===== src/rtl/fetch_pkg.sv =====
// ============================================================================
// fetch_pkg
// Shared types and constants for the instruction fetch controller.
// Rev 1.0 - initial release
// ============================================================================
`default_nettype none

package fetch_pkg;

   // Fetch controller state encoding
   typedef enum logic [1:0] {
      IDLE = 2'd0,
      RUN  = 2'd1,
      HALT = 2'd2
   } state_t;

   // Value shown on instr_o/pc_o while the buffer is empty
   localparam logic [31:0] NOP_INSTR = 32'b0;

   // Byte increment between consecutive instruction words
   localparam logic [31:0] PC_STEP = 32'd4;

   // One prefetch buffer entry: byte address plus the word fetched from it
   typedef struct packed {
      logic [31:0] pc;
      logic [31:0] instr;
   } fetch_entry_t;

endpackage

`default_nettype wire


===== src/rtl/fetch_fifo.sv =====
// ============================================================================
// fetch_fifo
// DEPTH-entry synchronous FIFO of fetch entries with flush, simultaneous
// push/pop (also when full) and an occupancy count.
// Rev 1.0 - initial release
// ============================================================================
`default_nettype none

module fetch_fifo
   import fetch_pkg::*;
#(
   parameter int DEPTH = 2
) (
   input  logic                       clk,
   input  logic                       rst_n,
   input  logic                       flush,
   input  logic                       push,
   input  logic                       pop,
   input  fetch_entry_t               wdata,
   output fetch_entry_t               rdata,
   output logic [$clog2(DEPTH):0]     count
);

   localparam int PW = $clog2(DEPTH);
   localparam logic [PW:0] FULL_CNT = (PW+1)'(DEPTH);

   fetch_entry_t   mem [DEPTH];
   logic [PW-1:0]  rd_ptr;
   logic [PW-1:0]  wr_ptr;
   logic           pop_ok;
   logic           push_ok;

   // A pop frees a slot in the same cycle, so a full FIFO still takes a push
   assign pop_ok  = pop & (count != '0) & ~flush;
   assign push_ok = push & ((count != FULL_CNT) | pop_ok) & ~flush;

   assign rdata = mem[rd_ptr];

   // Storage array: written on accepted push; contents need no reset
   always_ff @(posedge clk) begin
      if (push_ok) begin
         mem[wr_ptr] <= wdata;
      end
   end

   // Pointers and count; DEPTH is a power of two so pointers wrap naturally
   always_ff @(posedge clk or negedge rst_n) begin
      if (!rst_n) begin
         rd_ptr <= '0;
         wr_ptr <= '0;
         count  <= '0;
      end else if (flush) begin
         rd_ptr <= '0;
         wr_ptr <= '0;
         count  <= '0;
      end else begin
         if (push_ok) begin
            wr_ptr <= wr_ptr + 1'b1;
         end
         if (pop_ok) begin
            rd_ptr <= rd_ptr + 1'b1;
         end
         if (push_ok && !pop_ok) begin
            count <= count + 1'b1;
         end else if (pop_ok && !push_ok) begin
            count <= count - 1'b1;
         end
      end
   end

endmodule

`default_nettype wire


===== src/rtl/instr_fetch_ctrl.sv =====
// ============================================================================
// instr_fetch_ctrl
// Fetch controller: owns the fetch PC, reads instruction memory, buffers
// fetched words and hands them to decode over valid/ready. Handles
// redirects and halts when the PC leaves the legal memory range.
// Rev 1.0 - initial release
// ============================================================================
`default_nettype none

module instr_fetch_ctrl
   import fetch_pkg::*;
#(
   parameter logic [31:0] RESET_PC  = 32'h0000_0000,
   parameter int          MEM_WORDS = 32,
   parameter int          DEPTH     = 2
) (
   input  logic        clk_i,
   input  logic        rst_i,
   input  logic        en_i,
   input  logic        redirect_i,
   input  logic [31:0] redirect_pc_i,
   output logic [31:0] imem_addr_o,
   input  logic [31:0] imem_instr_i,
   output logic [31:0] instr_o,
   output logic [31:0] pc_o,
   output logic        instr_valid_o,
   input  logic        instr_ready_i,
   output logic        fault_o
);

   localparam int          CW        = $clog2(DEPTH) + 1;
   localparam logic [31:0] LAST_ADDR = 32'((MEM_WORDS - 1) * 4);
   localparam logic [CW-1:0] FULL_CNT = CW'(DEPTH);

   state_t        state;
   state_t        state_nxt;
   logic [31:0]   fetch_pc;
   logic [CW-1:0] count;
   fetch_entry_t  head;
   fetch_entry_t  new_entry;
   logic          in_range;
   logic          valid;
   logic          pop;
   logic          push;

   // Plain unsigned compare: no wrap back into word 0 past the top of memory
   assign in_range  = (fetch_pc <= LAST_ADDR);
   assign valid     = (count != '0);
   assign pop       = valid & instr_ready_i;
   assign push      = (state == RUN) & en_i & in_range & ~redirect_i &
                      ((count != FULL_CNT) | pop);
   assign new_entry = '{pc: fetch_pc, instr: imem_instr_i};

   fetch_fifo #(
      .DEPTH (DEPTH)
   ) u_fifo (
      .clk   (clk_i),
      .rst_n (rst_i),
      .flush (redirect_i),
      .push  (push),
      .pop   (pop),
      .wdata (new_entry),
      .rdata (head),
      .count (count)
   );

   // State register
   always_ff @(posedge clk_i or negedge rst_i) begin
      if (!rst_i) begin
         state <= IDLE;
      end else begin
         state <= state_nxt;
      end
   end

   // Next-state logic; redirect overrides everything, including HALT
   always_comb begin
      state_nxt = state;
      if (redirect_i) begin
         state_nxt = en_i ? RUN : IDLE;
      end else begin
         case (state)
            IDLE: if (en_i) state_nxt = RUN;
            RUN: begin
               if (!en_i) begin
                  state_nxt = IDLE;
               end else if (!in_range) begin
                  state_nxt = HALT;
               end
            end
            HALT:    state_nxt = HALT;
            default: state_nxt = IDLE;
         endcase
      end
   end

   // Fetch PC: redirect target is word-aligned, otherwise step on each push
   always_ff @(posedge clk_i or negedge rst_i) begin
      if (!rst_i) begin
         fetch_pc <= RESET_PC;
      end else if (redirect_i) begin
         fetch_pc <= redirect_pc_i & ~32'h3;
      end else if (push) begin
         fetch_pc <= fetch_pc + PC_STEP;
      end
   end

   // Outputs are driven from registered state only
   assign imem_addr_o   = fetch_pc;
   assign instr_valid_o = valid;
   assign instr_o       = valid ? head.instr : NOP_INSTR;
   assign pc_o          = valid ? head.pc : 32'b0;
   assign fault_o       = (state == HALT);

endmodule

`default_nettype wire


===== config.mk =====
export PLATFORM = sky130hd
export DESIGN_NAME = instr_fetch_ctrl
export DESIGN_NICKNAME = d
export VERILOG_FILES = /design/src/rtl/fetch_pkg.sv /design/src/rtl/fetch_fifo.sv /design/src/rtl/instr_fetch_ctrl.sv
export SDC_FILE = /design/constraint.sdc
export NUM_CORES = 1
export LEC_CHECK = 0
export BUFFER_PORTS_ARGS = -buffer_cell sky130_fd_sc_hd__buf_2
export CAP_MARGIN = 20
export CORE_MARGIN = 5
export CORE_UTILIZATION = 35
export CTS_CLUSTER_SIZE = 24
export DETAILED_ROUTE_END_ITERATION = 8
export GPL_TIMING_DRIVEN = 0
export HOLD_SLACK_MARGIN = 0.12
export SETUP_SLACK_MARGIN = 0.05
export SYNTH_ARGS = -nofsm -noshare
export SYNTH_HDL_FRONTEND = slang
export SYNTH_SLANG_ARGS = --single-unit
export TNS_END_PERCENT = 30

===== constraint.sdc =====
create_clock -name clk_i -period 5.95 [get_ports clk_i]
set_input_delay 0.2975 -clock clk_i [delete_from_list [all_inputs] [get_ports clk_i]]
set_output_delay 0.2975 -clock clk_i [all_outputs]
set_load 0.005 [all_outputs]

==> results.sh <==
export IMPL_status="finished, final reports clean"
export IMPL_async_flop_share_pct=22.5
export IMPL_clock_power_share_pct=41.7
export IMPL_yosysMostFrequentCell="edfxtp_1"
export IMPL_gp_congestion=0.781
export IMPL_cp_start_kind="flip-flop"
export IMPL_p_per_area_nw_per_um2=275
export IMPL_drt_pass1_iter_count=4
export IMPL_io_pins=167
export IMPL_drv_slew=0
export IMPL_post_route_period_util_pct=49.2
export IMPL_num_antenna_cells=0
export IMPL_vias_per_cell=4.65
export IMPL_cpLargestDelayFamily="simple AND/OR/NAND/NOR gates"
export IMPL_dieArea_um2=20900
export IMPL_fmax_mhz=341
export IMPL_hold_viol_final=0
export IMPL_cts_resized=0
export IMPL_internal_power_w=0.00190
export IMPL_detail_route_antenna_nets=0
export IMPL_die_h_um=145
export IMPL_layout_min_cycle_time_ps=2930
export IMPL_start_util_pct=35.4
export IMPL_swShare_pct=20.7
export IMPL_grt_busiest_layer="met2"
export IMPL_area_delta_synth_final_pct=37.3
export IMPL_slowest_stage="or4_1"
export IMPL_worstPathArrival_ps=3040
export IMPL_cts_buffers=17
export IMPL_grt_pass1_wl_um=22100
export IMPL_max_stage_delay_ps=710
export IMPL_synth_edff_count=124
export IMPL_grt_max_degree=37
export IMPL_met3_usage_pct=4.00
export IMPL_num_vias=4140
export IMPL_h_tree_depth=4
export IMPL_syn_area_um2=6340
export IMPL_cts_num_sinks=160
export IMPL_root_buffer="clkbuf_16"
export IMPL_globalRouteMet2Util_pct=23.0
export IMPL_fin_nets=719
export IMPL_path_max_fanout=28
export IMPL_yosysTopAreaCellShare_pct=58.7
export IMPL_yosysUniqueCellTypes=40
export IMPL_ys_flop_type="edfxtp_1"
export IMPL_skew_ps=9.60
export IMPL_seqPwrFrac_pct=52.9
export IMPL_avgRoutedWirePerCell_um=16.2
export IMPL_grt_pass1_vias=4268
export IMPL_clk_path_buf_depth=2
export IMPL_p_leak_nw=3.34
export IMPL_grt_ovfl_total=0
export IMPL_grt_util_met1_pct=17.7
export IMPL_hold_path_class="in -> reg"
export IMPL_synth_commonest_cells="edfxtp_1, nor2_1, mux2i_1"
export IMPL_hold_ws_ps=148
export IMPL_power_frac_comb_pct=5.4
export IMPL_maxCapViolCount=0
export IMPL_globalRouteTotalUtil_pct=14.0
export IMPL_rsz0062_at_grt="false"
export IMPL_synth_avg_cell_area_um2=15.8
export IMPL_ys_warn_count=0
export IMPL_antenna_found_initial=0
export IMPL_insertion_delay_ps=420
export IMPL_cts_tree="built"
export IMPL_critical_path_endpoint_type="flip-flop"
export IMPL_max_slew_margin_pct=32.0
export IMPL_tightest_slew_ps=1020
export IMPL_ys_ff_latch=160
export IMPL_p_sw_w=0.000496
export IMPL_vdd_ir_drop_max_v=0.000194
export IMPL_seq_area_frac_synth_pct=72.9
export IMPL_crit_buf_inv=1
export IMPL_cp_cell_sequence="nor4_1 -> nand3_1 -> or4_1 -> nor2_4 -> buf_12"
export IMPL_hpwl_um=9920
export IMPL_die_x_um=145
export IMPL_drtIter0Drc=128
export IMPL_crit_required_ps=6060
export IMPL_netlist_top_cells_area="edfxtp_1, dfrtp_1, mux2i_1"
export IMPL_critPathKind="reg -> reg"
export IMPL_wirelength_um=14400
export IMPL_drcViolationCount=0
export IMPL_p_total_w=0.00239
export IMPL_placement_io_buffers=159
export IMPL_setup_violations=0
export IMPL_postSynthCellCount=401
export IMPL_cts_reportedPaths_clkPinSlew_ps=60
export IMPL_drive_gt1_share_pct=34.6
export IMPL_core_um2=17900
export IMPL_rows=49
export IMPL_yosysTopAreaCell="edfxtp_1"
==> power by group through the flow <==
stage	combinational, W	sequential (W)	clock, W
final	0.000130	0.00127	0.000997
after global routing	0.000143	0.00127	0.00108
after CTS	0.000131	0.00127	0.00103
after detailed placement	0.0000995	0.00129	0
after global placement	0.0000960	0.00129	0
after floorplan	0.0000381	0.00128	0
==> cell type report <==
| type | count | area (um^2) |
|---|---|---|
| Buffer | 23 | 103 |
| Multi-Input combinational cell | 216 | 1620 |
| Timing Repair Buffer | 225 | 1510 |
| Fill cell | 1569 | 9190 |
| Tap cell | 229 | 287 |
| Sequential cell | 160 | 4620 |
| Clock buffer | 23 | 458 |
| Inverter | 5 | 18.8 |
| Clock inverter | 9 | 86.3 |
==> per-layer routing <==
| layer | up-vias | wire length [um] |
|---|---|---|
| li1 | 1967 | - |
| met1 | 2005 | 5970 |
| met2 | 149 | 7180 |
| met3 | 19 | 1030 |
| met4 | 0 | 210 |
| met5 | - | 0 |
==> cells in the final DEF, fill, tap and decap left out, types with 2 or more instances in the layout <==
cell and count:
nor3_1 2, nor4_2 3, nand2_1 3, nor2_4 2
xnor2_1 2, dfrtp_1 36, inv_1 5, mux2i_1 64
nand3b_1 2, buf_4 4, mux2_2 25, dlygate4sd3_1 62
o21ai_0 3, edfxtp_1 124, buf_12 2, clkbuf_1 23
nand3_1 3, nor2_1 70, nand2b_1 5, a21o_1 2
conb_1 4, buf_16 2, clkinv_2 2, clkbuf_16 17
ha_1 2, o21ai_1 2, clkinvlp_4 5, buf_2 160
nor4_1 4
==> path summary, 6_finish.rpt <==
check / startpoint / end / slack (ps) / depth (start not counted)
setup / recovery: imem_addr_o[14] / u_fifo.mem[1][4] / 3020 / 5
hold / removal: en_i / state[0] / 150 / 3
setup reg to reg: imem_addr_o[14] / u_fifo.mem[1][4] / 3020 / 5
hold reg to reg: imem_addr_o[9] / u_fifo.mem[0][41] / 520 / 0
max in group asynchronous: rst_i / imem_addr_o[24] / 4850 / 2
min in group asynchronous: rst_i / imem_addr_o[30] / 540 / 2
==> worst register-to-register path, stage by stage, from the launching register on <==
cell and delay [ps]:
dfrtp_1 420, nor4_1 400, nand3_1 300, or4_1 710, nor2_4 490, buf_12 280
==> timing repair <==
| action | 4_1_cts | 5_1_grt |
|---|---|---|
| hold buffers | 62 | 0 |
| hold endpoints to repair | 129 | 0 |
| buffers inserted | 0 | 0 |
==> registers in the layout (all words and copies together), names as in the netlist <==
name,flops
u_fifo.mem,124
imem_addr_o,30
state,2
u_fifo.count,2
u_fifo.rd_ptr,1
u_fifo.wr_ptr,1
==> kinds of logic after synthesis <==
family                   synth area share (%)
AND/OR/NAND/NOR                          7.75
XOR/XNOR                                0.414
other                                  0.0591
adder cells (fa/ha/maj)                 0.394
AO/OA/AOI/OAI                            1.83
flip-flops                               72.9
buffers and inverters                    1.91
multiplexers                             14.7
==> metrics by stage <==
| step | setup TNS, ps | setup slack (ps) | utilization [%] | cell area, um^2 | std cells |
|---|---|---|---|---|---|
| global route | 0 | 2850 | 48.7 | 8710 | 890 |
| CTS | 0 | 2950 | 48.7 | 8710 | 890 |
| floorplan | 0 | 1360 | - | 6350 | 404 |
| global placement | -68710 | -558 | 41.5 | 7440 | 792 |
| detailed placement | 0 | 2960 | 42.2 | 7550 | 796 |
| finish | 0 | 3020 | 48.7 | 8710 | 890 |
Power figures use the tool's default switching activity.
